$ cat src/rtl/cmd_sequencer.sv
// Command-issue front end: queues 35-bit instructions, issues one at a time, clears the core after each.
// Optional WAIT-state watchdog enabled by defining CMDSEQ_TIMEOUT_EN.
module cmd_sequencer #(
  parameter int LOG_DEPTH  = 4,
  parameter int GAP_CYCLES = 2
`ifdef CMDSEQ_TIMEOUT_EN
  , parameter int TIMEOUT_CYCLES = 65535
`endif
) (
  input  logic                 clk,
  input  logic                 rst,
  input  logic                 push_valid,
  input  logic [34:0]          push_cmd,
  output logic                 push_ready,
  input  logic                 run,
  input  logic                 done_ins_computation,
  output logic [34:0]          command_in,
  output logic                 command_we0,
  output logic                 command_we1,
  output logic                 busy,
  output logic [LOG_DEPTH:0]   fifo_count,
  output logic [15:0]          ins_count,
  output logic                 seq_done,
  output logic                 err_unsupported,
  output logic                 err_timeout
);

  localparam int DEPTH = 1 << LOG_DEPTH;

  typedef enum logic [2:0] {S_IDLE, S_ISSUE, S_WAIT, S_CLEAR, S_GAP} state_t;

  logic [34:0]          r_mem [DEPTH];
  logic [LOG_DEPTH-1:0] r_wr_ptr;
  logic [LOG_DEPTH-1:0] r_rd_ptr;
  logic [LOG_DEPTH:0]   r_count;
  logic                 r_ready_en;

  state_t               r_state;
  logic [34:0]          r_cmd;
  logic                 r_we0;
  logic [3:0]           r_gap_cnt;
  logic                 r_first_wait;
  logic [15:0]          r_ins_count;
  logic                 r_seq_done;
  logic                 r_err_unsup;
  logic                 r_aborted;

  logic [34:0]          w_head;
  logic                 w_full;
  logic                 w_empty;
  logic                 w_push;
  logic                 w_pop;
  logic                 w_supported;
  logic                 w_done_ok;
  logic                 w_timeout;

  assign w_head      = r_mem[r_rd_ptr];
  assign w_full      = (r_count == (LOG_DEPTH+1)'(DEPTH));
  assign w_empty     = (r_count == '0);
  assign push_ready  = r_ready_en && !w_full;
  assign w_push      = push_valid && push_ready;
  assign w_pop       = (r_state == S_IDLE) && run && !w_empty;
  assign w_supported = w_head[4:0] inside {5'd18, 5'd19, 5'd20, 5'd22, 5'd23, 5'd24};
  // The core loads the command on the ISSUE edge, so done is only trusted from the second WAIT cycle.
  assign w_done_ok   = (r_state == S_WAIT) && !r_first_wait && done_ins_computation;

`ifdef CMDSEQ_TIMEOUT_EN
  logic [15:0] r_wdog;
  logic        r_err_tmo;

  assign w_timeout   = (r_state == S_WAIT) && !w_done_ok && (r_wdog == 16'(TIMEOUT_CYCLES - 1));
  assign err_timeout = r_err_tmo;

  always_ff @(posedge clk or negedge rst) begin
    if (!rst) begin
      r_wdog    <= '0;
      r_err_tmo <= 1'b0;
    end else begin
      r_wdog <= (r_state == S_WAIT) ? r_wdog + 16'd1 : 16'd0;
      if (w_timeout) r_err_tmo <= 1'b1;
    end
  end
`else
  assign w_timeout   = 1'b0;
  assign err_timeout = 1'b0;
`endif

  always_ff @(posedge clk) begin
    if (w_push) r_mem[r_wr_ptr] <= push_cmd;
  end

  always_ff @(posedge clk or negedge rst) begin
    if (!rst) begin
      r_wr_ptr   <= '0;
      r_rd_ptr   <= '0;
      r_count    <= '0;
      r_ready_en <= 1'b0;
    end else begin
      r_ready_en <= 1'b1;
      if (w_timeout) begin
        r_wr_ptr <= '0;
        r_rd_ptr <= '0;
        r_count  <= '0;
      end else begin
        if (w_push) r_wr_ptr <= r_wr_ptr + 1'b1;
        if (w_pop)  r_rd_ptr <= r_rd_ptr + 1'b1;
        case ({w_push, w_pop})
          2'b10:   r_count <= r_count + 1'b1;
          2'b01:   r_count <= r_count - 1'b1;
          default: r_count <= r_count;
        endcase
      end
    end
  end

  always_ff @(posedge clk or negedge rst) begin
    if (!rst) begin
      r_state      <= S_IDLE;
      r_cmd        <= '0;
      r_we0        <= 1'b0;
      r_gap_cnt    <= '0;
      r_first_wait <= 1'b0;
      r_ins_count  <= '0;
      r_seq_done   <= 1'b0;
      r_err_unsup  <= 1'b0;
      r_aborted    <= 1'b0;
    end else begin
      r_we0      <= 1'b0;
      r_seq_done <= 1'b0;
      unique case (r_state)
        S_IDLE: begin
          if (w_pop) begin
            if (w_supported) begin
              r_state <= S_ISSUE;
              r_cmd   <= w_head;
              r_we0   <= 1'b1;
            end else begin
              r_err_unsup <= 1'b1;
            end
          end
        end
        S_ISSUE: begin
          r_state      <= S_WAIT;
          r_first_wait <= 1'b1;
        end
        S_WAIT: begin
          r_first_wait <= 1'b0;
          if (w_done_ok || w_timeout) begin
            r_state   <= S_CLEAR;
            r_cmd     <= '0;
            r_we0     <= 1'b1;
            r_aborted <= w_timeout;
            if (!w_timeout) r_ins_count <= r_ins_count + 16'd1;
          end
        end
        S_CLEAR: begin
          r_state   <= S_GAP;
          r_gap_cnt <= '0;
        end
        S_GAP: begin
          if (r_gap_cnt == 4'(GAP_CYCLES - 1)) begin
            r_state    <= S_IDLE;
            r_seq_done <= w_empty && !r_aborted;
            r_aborted  <= 1'b0;
          end else begin
            r_gap_cnt <= r_gap_cnt + 4'd1;
          end
        end
        default: r_state <= S_IDLE;
      endcase
    end
  end

  assign command_in      = r_cmd;
  assign command_we0     = r_we0;
  assign command_we1     = 1'b0;
  assign busy            = (r_state != S_IDLE);
  assign fifo_count      = r_count;
  assign ins_count       = r_ins_count;
  assign seq_done        = r_seq_done;
  assign err_unsupported = r_err_unsup;

endmodule
$ cat config.mk
export PLATFORM = sky130hd
export DESIGN_NAME = cmd_sequencer
export DESIGN_NICKNAME = d
export VERILOG_FILES = /design/src/rtl/cmd_sequencer.sv
export SDC_FILE = /design/constraint.sdc
export NUM_CORES = 1
export LEC_CHECK = 0
export CORE_MARGIN = 10
export CORE_UTILIZATION = 40
export DETAILED_ROUTE_END_ITERATION = 8
export GPL_TIMING_DRIVEN = 0
export PLACE_DENSITY = 0.63
export SETUP_SLACK_MARGIN = 0.4
export SLEW_MARGIN = 10
export SYNTH_ARGS = -nofsm -noshare
export SYNTH_HDL_FRONTEND = slang
export SYNTH_SLANG_ARGS = --single-unit
$ cat constraint.sdc
create_clock -name clk -period 3.2 [get_ports clk]
set_input_delay 0.32 -clock clk [delete_from_list [all_inputs] [get_ports clk]]
set_output_delay 0.32 -clock clk [all_outputs]
set_load 0.02 [all_outputs]
# Yosys cells after proc, flatten, opt, wreduce, memory -nomap -nowiden
# Memories as Yosys holds them, arrays and structs flattened.
# Cells that the tools add are included.
[word_totals]
ff_bits = 77
mem_bits_rw = 560
output_inout_bits = 63
word_cells = 90
memories = 1
[mem_list]
columns = ["memory", "depth", "word_bits", "rd", "rd_ports_with_merged_regs", "write_ports", "line", "text"]
rows = [
  ["r_mem", 16, 35, 1, 0, 1, "32", "logic [34:0] r_mem [DEPTH];"],
]
[classes]
n_addsub = 6
n_eq_ne = 19
muxes = 24
bitwise = 1
reduce_logical = 26
[op_table]
columns = ["cell", "count"]
rows = [
  ["two-way mux 35 bit", 3],
  ["one-hot mux 35 bit (2 select lines)", 1],
  ["== test 5 bit, second input constant", 7],
  ["adder 16 x 1 -> 16 bit, second input constant", 1],
  ["one-hot mux 3 bit (5 select lines)", 1],
  ["adder 4 x 1 -> 4 bit, second input constant", 3],
  ["two-way mux 3 bit", 4],
  ["!= test 2 bit, second input constant", 5],
  ["one-hot mux 5 bit (2 select lines)", 1],
  ["nonzero test 2 bit", 5],
  ["two-way mux 1 bit", 9],
  ["one-hot mux 4 bit (2 select lines)", 1],
  ["AND reduction 4 bit", 2],
  ["logical AND 1 bit", 7],
  ["== test 3 x 2 -> 1 bit, second input constant", 2],
  ["one-hot mux 1 bit (2 select lines)", 3],
  ["AND reduction 3 bit", 2],
  ["nonzero test 6 bit", 1],
  ["adder 5 x 1 -> 5 bit, second input constant", 1],
  ["zero test 5 bit", 1],
  ["subtractor 5 x 1 -> 5 bit, second input constant", 1],
  ["== test 4 x 1 -> 1 bit, second input constant", 1],
  ["zero test 1 bit", 4],
  ["two-way mux 4 bit", 1],
  ["other kinds (8)", 9],
]

# Depth between registers and ports, before layout
# Gate-level depths: netlist of run 1.
[logic_depth]
ltp_word = 6
mapped_depth = 14
ltp_nobuf = 13

# Worst setup path before layout of run 1
# Ideal clock, no wire load.
[synth_timing]
path_type = "register to register"
from = "register r_count[0], in the netlist fifo_count[0]"
to = "register r_count[4], in the netlist fifo_count[4]"
setup_time_ps = 123
arrival_ps = 2934
required_time_ps = 3077
path_slack_ps = 143
stages_incl_launch_ff = 15
path_buffers = 1
period_less_slack_ps = 3057
path_cell_list = "dfrtp_1 -> or4_1 -> o21a_1 -> and2_1 -> clkbuf_1 -> inv_2 -> ha_1 -> inv_1 -> fa_1 -> inv_1 -> a21o_1 -> a21oi_1 -> xnor2_1 -> nor2_1 -> xnor2_1"
[synth_between]
elab_chain_cells = 6
elab_cells_between_ends = 13
[synth_lines]
columns = ["item", "line", "text"]
rows = [
  ["from (decl)", "35", "logic [LOG_DEPTH:0] r_count;"],
  ["from (signal assigned)", "108", "2'b10: r_count <= r_count + 1'b1;"],
  ["from (signal assigned)", "109", "2'b01: r_count <= r_count - 1'b1;"],
  ["from (signal assigned)", "110", "default: r_count <= r_count;"],
  ["== test 5 bit *", "58", "assign w_full = (r_count == (LOG_DEPTH+1)'(DEPTH));"],
  ["zero test 1 bit *", "60", "assign push_ready = r_ready_en && !w_full;"],
  ["logical AND 1 bit *", "60", ""],
  ["via push_ready", "14", "output logic push_ready,"],
  ["logical AND 1 bit *", "61", "assign w_push = push_valid && push_ready;"],
  ["== test 2 x 1 -> 1 bit or == test 2 bit (tied branches)", "107", "case ({w_push, w_pop})"],
  ["one-hot mux 5 bit (2 select lines) or nonzero test 2 bit (tied branches)", "--", ""],
]
# Mark *: on every way through the listed nets, which the timed path passes. The rest lies on a longest branch.
# A chain may end at the register's enable or synchronous reset.

# Final worst setup path of run 1
[layout_timing]
from = "register r_rd_ptr[1]"
to = "register r_cmd[13], in the netlist command_in[13]"
[layout_between]
elab_chain_cells = 5
elab_cells_between_ends = 13
[layout_lines]
columns = ["item", "line", "text"]
rows = [
  ["from (decl)", "34", "logic [LOG_DEPTH-1:0] r_rd_ptr;"],
  ["from (signal assigned)", "106", "if (w_pop) r_rd_ptr <= r_rd_ptr + 1'b1;"],
  ["memory (16 x 35 bit) *", "--", ""],
  ["== test 5 bit", "63", "assign w_supported = w_head[4:0] inside {5'd18, 5'd19, 5'd20, 5'd22, 5'd23, 5'd24};"],
  ["nonzero test 6 bit", "63", ""],
  ["!= test 2 bit (no source line)", "--", ""],
  ["AND reduction 4 bit (no source line)", "--", ""],
  ["to (signal assigned)", "135", "r_cmd <= w_head;"],
  ["to (decl)", "39", "logic [34:0] r_cmd;"],
]
# Mark *: on every way between the ends. The rest lies on a longest branch, timed or not. The select of a mux whose other input is x is not followed.

==> results of run 1 <==
[cell usage in the layout (no fill, tap or decap), types with 11 or more instances in the layout]
cell type and count:
sky130_fd_sc_hd__and2_4 14, sky130_fd_sc_hd__buf_4 23, sky130_fd_sc_hd__clkbuf_1 24, sky130_fd_sc_hd__clkbuf_16 62, sky130_fd_sc_hd__clkbuf_8 13, sky130_fd_sc_hd__clkdlybuf4s50_1 99, sky130_fd_sc_hd__dfrtp_1 73, sky130_fd_sc_hd__edfxtp_1 560
sky130_fd_sc_hd__ha_1 11, sky130_fd_sc_hd__mux2i_1 31, sky130_fd_sc_hd__mux4_2 171, sky130_fd_sc_hd__nand2_1 90, sky130_fd_sc_hd__nand3_1 13, sky130_fd_sc_hd__nor2_1 15, sky130_fd_sc_hd__xnor2_1 19
[state kept, by name, summed over array words and instances, names as in the netlist, 3 cells and up]
signal and count:
r_wr_ptr 4, ins_count 16, command_in 35, r_mem 560
r_gap_cnt 4, r_rd_ptr 4, fifo_count 5, r_state 3
[metal layers]
metal	track usage	vias to the layer above	wire (um)
met2	0.262	355	28100
met3	0.0310	81	3380
met1	0.219	6320	24700
met4	0.0400	10	1040
met5	0	-	80
li1	-	5026	-
[kinds of logic (layout without fill, tap and decap cells)]
logic type,count (synthesis),after routing,synth area share
AO/OA/AOI/OAI,22,22,0.00630
XOR/XNOR,29,29,0.0103
adder cells (fa/ha/maj),13,13,0.00690
buffers and inverters,69,305,0.0139
flip-flops,636,636,0.760
multiplexers,205,205,0.170
other,2,3,0.000305
AND/OR/NAND/NOR,168,168,0.0326
[power groups by stage]
stage	Combinational [uW]	Sequential (uW)	Clock, uW
after floorplan	4770	10200	0
after global placement	7270	10100	0
after detailed placement	7380	10100	0
after CTS	7640	9950	7290
after global routing	8250	10000	7630
final	7730	9950	7190
[critical path, cell delays in order (launching register included)]
cell                       delay, ns
sky130_fd_sc_hd__dfrtp_1        0.48
sky130_fd_sc_hd__clkbuf_4       0.32
sky130_fd_sc_hd__clkbuf_2       0.31
sky130_fd_sc_hd__clkbuf_2       0.42
sky130_fd_sc_hd__mux4_2         0.36
sky130_fd_sc_hd__mux4_2         0.49
sky130_fd_sc_hd__nand2_1        0.17
sky130_fd_sc_hd__mux2i_1        0.09
[how the worst min path moves through the flow]
stage,start,to,cells past startpoint
4_1_cts,rst,err_unsupported,2
6_report,rst,err_unsupported,2
2_1_floorplan,rst,command_in[0],0
3_3_place_gp,err_unsupported,err_unsupported,1
5_1_grt,rst,err_unsupported,2
3_5_place_dp,rst,ins_count[15],1
[per-stage QoR]
step	util	cells
5_1_grt	0.481	2163
6_report	0.481	2163
3_5_place_dp	0.442	2032
3_3_place_gp	0.439	2027
2_1_floorplan	-	1145
4_1_cts	0.478	2157
[final cells by class]
type                            instances  area (um^2)
Tap cell                              782          978
Clock inverter                         24          253
Multi-Input combinational cell        440         5710
Inverter                               12         55.1
Timing Repair Buffer                  124         1270
Buffer                                 57          433
Sequential cell                       636        18700
Fill cell                            4911        31500
Clock buffer                           88         1760
[timing repair]
item	4_1_cts	5_1_grt
setup endpoints to repair	40	94
cloned	0	1
hold buffers	1	0
pin swaps	9	11
hold endpoints to repair	22	0
gates resized for setup	53	45
setup buffers	12	5
==> flow_summary.yaml, run 1 <==
status:
  status: "finished clean"
worst_setup_path:
  cp-startpoint: "r_rd_ptr[1]"
  crit_arrival_ns: 3.27
  setup.worst_path.start_class: "register"
  end_kind: "register"
  regToRegSetupSlack_ns: 0.44
  cp_max_fo: 10
  critical_path_class: "reg -> reg"
  worst_r2r_endpoint: "command_in[13]"
  worstRegToRegCells: 7
  critical_path_required_ns: 3.71
  crit_path_end: "command_in[13]"
  r2r_start: "r_rd_ptr[1]"
floorplanning:
  fp.coreArea_um2: 60700
  die_width_um: 268
  dieArea_um2: 71900
  ios: 103
  starting_utilization_of_the_core_area: 0.406
  placementRows: 90
  dieHeight_um: 268
sta:
  worst-slew-pin-transition_ns: 0.993
  finalMaxSlewViolations: 0
  final.min_clock_period_ns: 2.76
  tns_ns: 0
  timing_hold_violations_final: 0
  holdWs_ns: 0.144
  finalSetupViolCount: 0
  grt_setup_unrepaired: "yes"
  setup_ws_ns: 0.440
  min_period_over_period: 0.862
  fin_worst_skew_ns: 0.0292
  worst_slew_margin_rel: 0.338
  max_freq_ghz: 0.362
global_routing:
  grt_pass1_wl_um: 83800
  grt_start_max_net_pins: 55
  vias_in_the_first_global_route: 12240
  globalRouteOverflowTotal: 0
  initial_antenna_violation_count: 5
  track_usage: 0.160
logic_synthesis:
  synth_top_cells_by_count: "sky130_fd_sc_hd__edfxtp_1 (560), sky130_fd_sc_hd__mux4_2 (171), sky130_fd_sc_hd__nand2_1 (90)"
  synth-warning-count: 0
  synth.largest_area_cell: "sky130_fd_sc_hd__edfxtp_1"
  ys_dominant_reg_cell: "sky130_fd_sc_hd__edfxtp_1"
  post_synthesis_cells: 1144
  ys_async_sr_fraction: 0.119
  netlist-cell-type-count: 45
  synth_enable_flop_cells: 560
  synth_cell_area_um2: 24600
  ys_seq_area_frac: 0.760
  synth_top_area_frac: 0.682
  avgSynthCellArea_um2: 21.5
  most_repeated_cell_in_the_gate_level_netlist_after_synthesis: "sky130_fd_sc_hd__edfxtp_1"
  ys_seq_elements: 636
  ys_top_cells_by_area: "sky130_fd_sc_hd__edfxtp_1 (68%), sky130_fd_sc_hd__mux4_2 (16%), sky130_fd_sc_hd__dfrtp_1 (7.7%), sky130_fd_sc_hd__nand2_1 (1.4%), sky130_fd_sc_hd__mux2i_1 (1.3%)"
finish:
  post-route-cell-area_um2: 29200
  proportion_of_layout_cells_with_a_drive_suffix_above_1: 0.274
  n_antenna_cell: 0
  relative_area_change_from_synthesis_to_final_layout_pct: 18.4
  final_net_count: 1384
pwr:
  p_int_uw: 17500
  irDropWorstVdd_mv: 0.498
  switching_power_uw: 7390
  p_leak_uw: 0.00990
  combinationalPowerShare: 0.311
  power.clock.fraction: 0.289
  netSwitchingFraction: 0.297
  seqPwrFrac: 0.400
  power-per-cell-area_nw_per_um2: 852
  power_uw: 24900
placed_design:
  placement.cell_area_um2: 26800
  place_worst_setup_slack_ns: -0.456
  detailed_place_hpwl_um: 31700
  portBuffers: 100
  place_congestion: 0.720
drt:
  antenna_left: 0
  routedWlPerCell_um: 26.5
  drt_pass1_iterations: 4
  drt_drc_violations_left: 0
  wirelength_um: 57300
  vias_per_cell: 5.45
  initial_drt_markers: 1007
  route.vias.total: 11792
hold_path:
  worst_hold_path_type: "in -> async"
cts:
  cts-root-buf: "sky130_fd_sc_hd__clkbuf_16"
  worstSkewPairLatency_ns: 0.64
  cts-buffers-inserted: 60
  cts_max_level: 2
  clock-sinks: 636
  tritoncts: "yes"
  post_cts_clock_slew_at_the_launch_and_capture_registers_of_the_worst_setup_and_hold_paths_ns: 0.07
  cts-root-to-sink-buffers: 3
job:
  max_cap_violations: 0
(Power assumes the default switching activity.)
==> inputs of run 2 (changes only) <==
==> constraint.sdc (replaced) <==
create_clock -name clk -period 3.3 [get_ports clk]
set_input_delay 0.33 -clock clk [delete_from_list [all_inputs] [get_ports clk]]
set_output_delay 0.33 -clock clk [all_outputs]
set_load 0.02 [all_outputs]
==> flow_summary.yaml, run 2 (synthesized netlist as in run 1, its figures left out) <==
status:
  status: "finished clean"
finish:
  post-route-cell-area_um2: 29100
  mostFrequentLayoutCells: "sky130_fd_sc_hd__edfxtp_1 (560), sky130_fd_sc_hd__mux4_2 (171), sky130_fd_sc_hd__clkdlybuf4s50_1 (99)"
  proportion_of_layout_cells_with_a_drive_suffix_above_1: 0.253
  max_flop_register: "r_mem"
  largest_reg_flops: 560
  layout.cells.most_common: "sky130_fd_sc_hd__edfxtp_1"
  relative_area_change_from_synthesis_to_final_layout_pct: 17.9
  final_net_count: 1376
  n_antenna_cell: 0
drt:
  drt_pass1_iterations: 5
  vias_per_cell: 5.52
  initial_drt_markers: 1157
  antenna_left: 0
  wirelength_um: 57300
  route.vias.total: 11907
  routedWlPerCell_um: 26.6
  drt_drc_violations_left: 0
pwr:
  p_leak_uw: 0.00985
  seqPwrFrac: 0.404
  switching_power_uw: 7030
  combinationalPowerShare: 0.302
  irDropWorstVdd_mv: 0.453
  p_int_uw: 16800
  power-per-cell-area_nw_per_um2: 821
  netSwitchingFraction: 0.295
  power.clock.fraction: 0.294
floorplanning:
  ios: 103
  placementRows: 90
  dieHeight_um: 268
  die_width_um: 268
  fp.coreArea_um2: 60700
  dieArea_um2: 71900
  starting_utilization_of_the_core_area: 0.406
global_routing:
  track_usage: 0.160
  initial_antenna_violation_count: 5
  grt_start_max_net_pins: 44
  grt_pass1_wl_um: 83700
  vias_in_the_first_global_route: 12300
  globalRouteOverflowTotal: 0
sta:
  tns_ns: 0
  fin_worst_skew_ns: 0.0286
  timing_hold_violations_final: 0
  min_period_over_period: 0.852
  worst_slew_margin_rel: 0.239
  finalSetupViolCount: 0
  worst-slew-pin-transition_ns: 1.14
  max_freq_ghz: 0.355
  grt_setup_unrepaired: "no"
  finalMaxSlewViolations: 0
  holdWs_ns: 0.314
  final.min_clock_period_ns: 2.81
cts:
  cts-root-to-sink-buffers: 3
  post_cts_clock_slew_at_the_launch_and_capture_registers_of_the_worst_setup_and_hold_paths_ns: 0.07
  cts-buffers-inserted: 61
  cts_max_level: 2
  cts-root-buf: "sky130_fd_sc_hd__clkbuf_16"
  worstSkewPairLatency_ns: 0.64
  tritoncts: "yes"
  clock-sinks: 636
worst_setup_path:
  cp_max_fo: 10
  setup.worst_path.start_class: "register"
  end_kind: "register"
  slowest_library_cell_on_the_worst_path: "sky130_fd_sc_hd__or3b_1"
  worst_path_largest_cell_delay_ns: 0.58
  critical_path_class: "reg -> reg"
  timing.critical_path.cells: "clkbuf_1 -> or3b_1 -> clkbuf_1 -> or3b_1 -> clkbuf_2 -> buf_2 -> nand2_1 -> mux2i_1"
  crit_arrival_ns: 3.32
  critical_path_required_ns: 3.81
job:
  max_cap_violations: 0
hold_path:
  worst_hold_path_type: "in -> async"
placed_design:
  place_congestion: 0.710
  portBuffers: 100
  placement.cell_area_um2: 26800
  detailed_place_hpwl_um: 32500
==> run 2: cell count changes in the layout (fill, tap and decap cells not counted), sizes merged <==
cell	change
bufinv	+1
clkinv	+1
clkinvlp	-3
clkdlybuf4s15	+3
clkbuf	+3
buf	-11
inv	-1
==> run 2: worst max-delay path, delay by kind of cell, from the launching register on <==
kind                   cells  cell delay [ns]
buffers and inverters      4             1.16
AND/OR/NAND/NOR            3             1.09
flip-flops                 1             0.36
multiplexers               1             0.08
==> run 2: final timing paths <==
check | to | slack (ns) | cells past startpoint | startpoint
max in group asynchronous | fifo_count[0] | 2.30 | 3 | rst
max | command_in[24] | 0.49 | 8 | r_state[2]
max reg2reg | command_in[24] | 0.49 | 8 | r_state[2]
min in group clk | ins_count[15] | 0.47 | 1 | ins_count[15]
min | ins_count[4] | 0.31 | 2 | rst
min reg2reg | ins_count[15] | 0.47 | 1 | ins_count[15]
==> run 2: power by group through the flow <==
stage	logic (uW)	clock network (uW)	registers [uW]
after global routing	7720	7460	9710
after global placement	7000	0	9820
after CTS	7270	7150	9650
final	7210	7010	9650
after floorplan	4620	0	9930
after detailed placement	7120	0	9830
==> run 2: repair_timing <==
action,in CTS,in global routing
hold buffers,1,0
resized for setup,39,18
endpoints found under the setup margin,54,56
hold endpoints to repair,42,0
buffers inserted,2,5
pin swaps,0,7
cloned,0,0
==> run 2: cell type report <==
type	count	area [um^2]
Fill cell	4915	31600
Sequential cell	636	18700
Multi-Input combinational cell	440	5670
Clock buffer	92	1760
Timing Repair Buffer	115	1220
Tap cell	782	978
Buffer	57	399
Clock inverter	22	260
Inverter	12	52.6
==> run 2: per-layer routing <==
metal	vias up	GRT usage	part of all wire
li1	5009	-	-
met1	6412	0.224	0.43
met2	400	0.254	0.48
met3	76	0.0346	0.073
met4	10	0.0348	0.015
met5	-	0	0.0013
==> run 2: metrics by stage <==
| step | util | instances | total power, uW | worst slack, ns |
|---|---|---|---|---|
| global placement | 0.439 | 2027 | 16800 | -1.93 |
| floorplan | - | 1145 | 14500 | 0.415 |
| global route | 0.479 | 2156 | 24900 | 0.394 |
| CTS | 0.478 | 2151 | 24100 | 0.384 |
| finish | 0.479 | 2156 | 23900 | 0.487 |
| detailed placement | 0.442 | 2034 | 16900 | -0.225 |
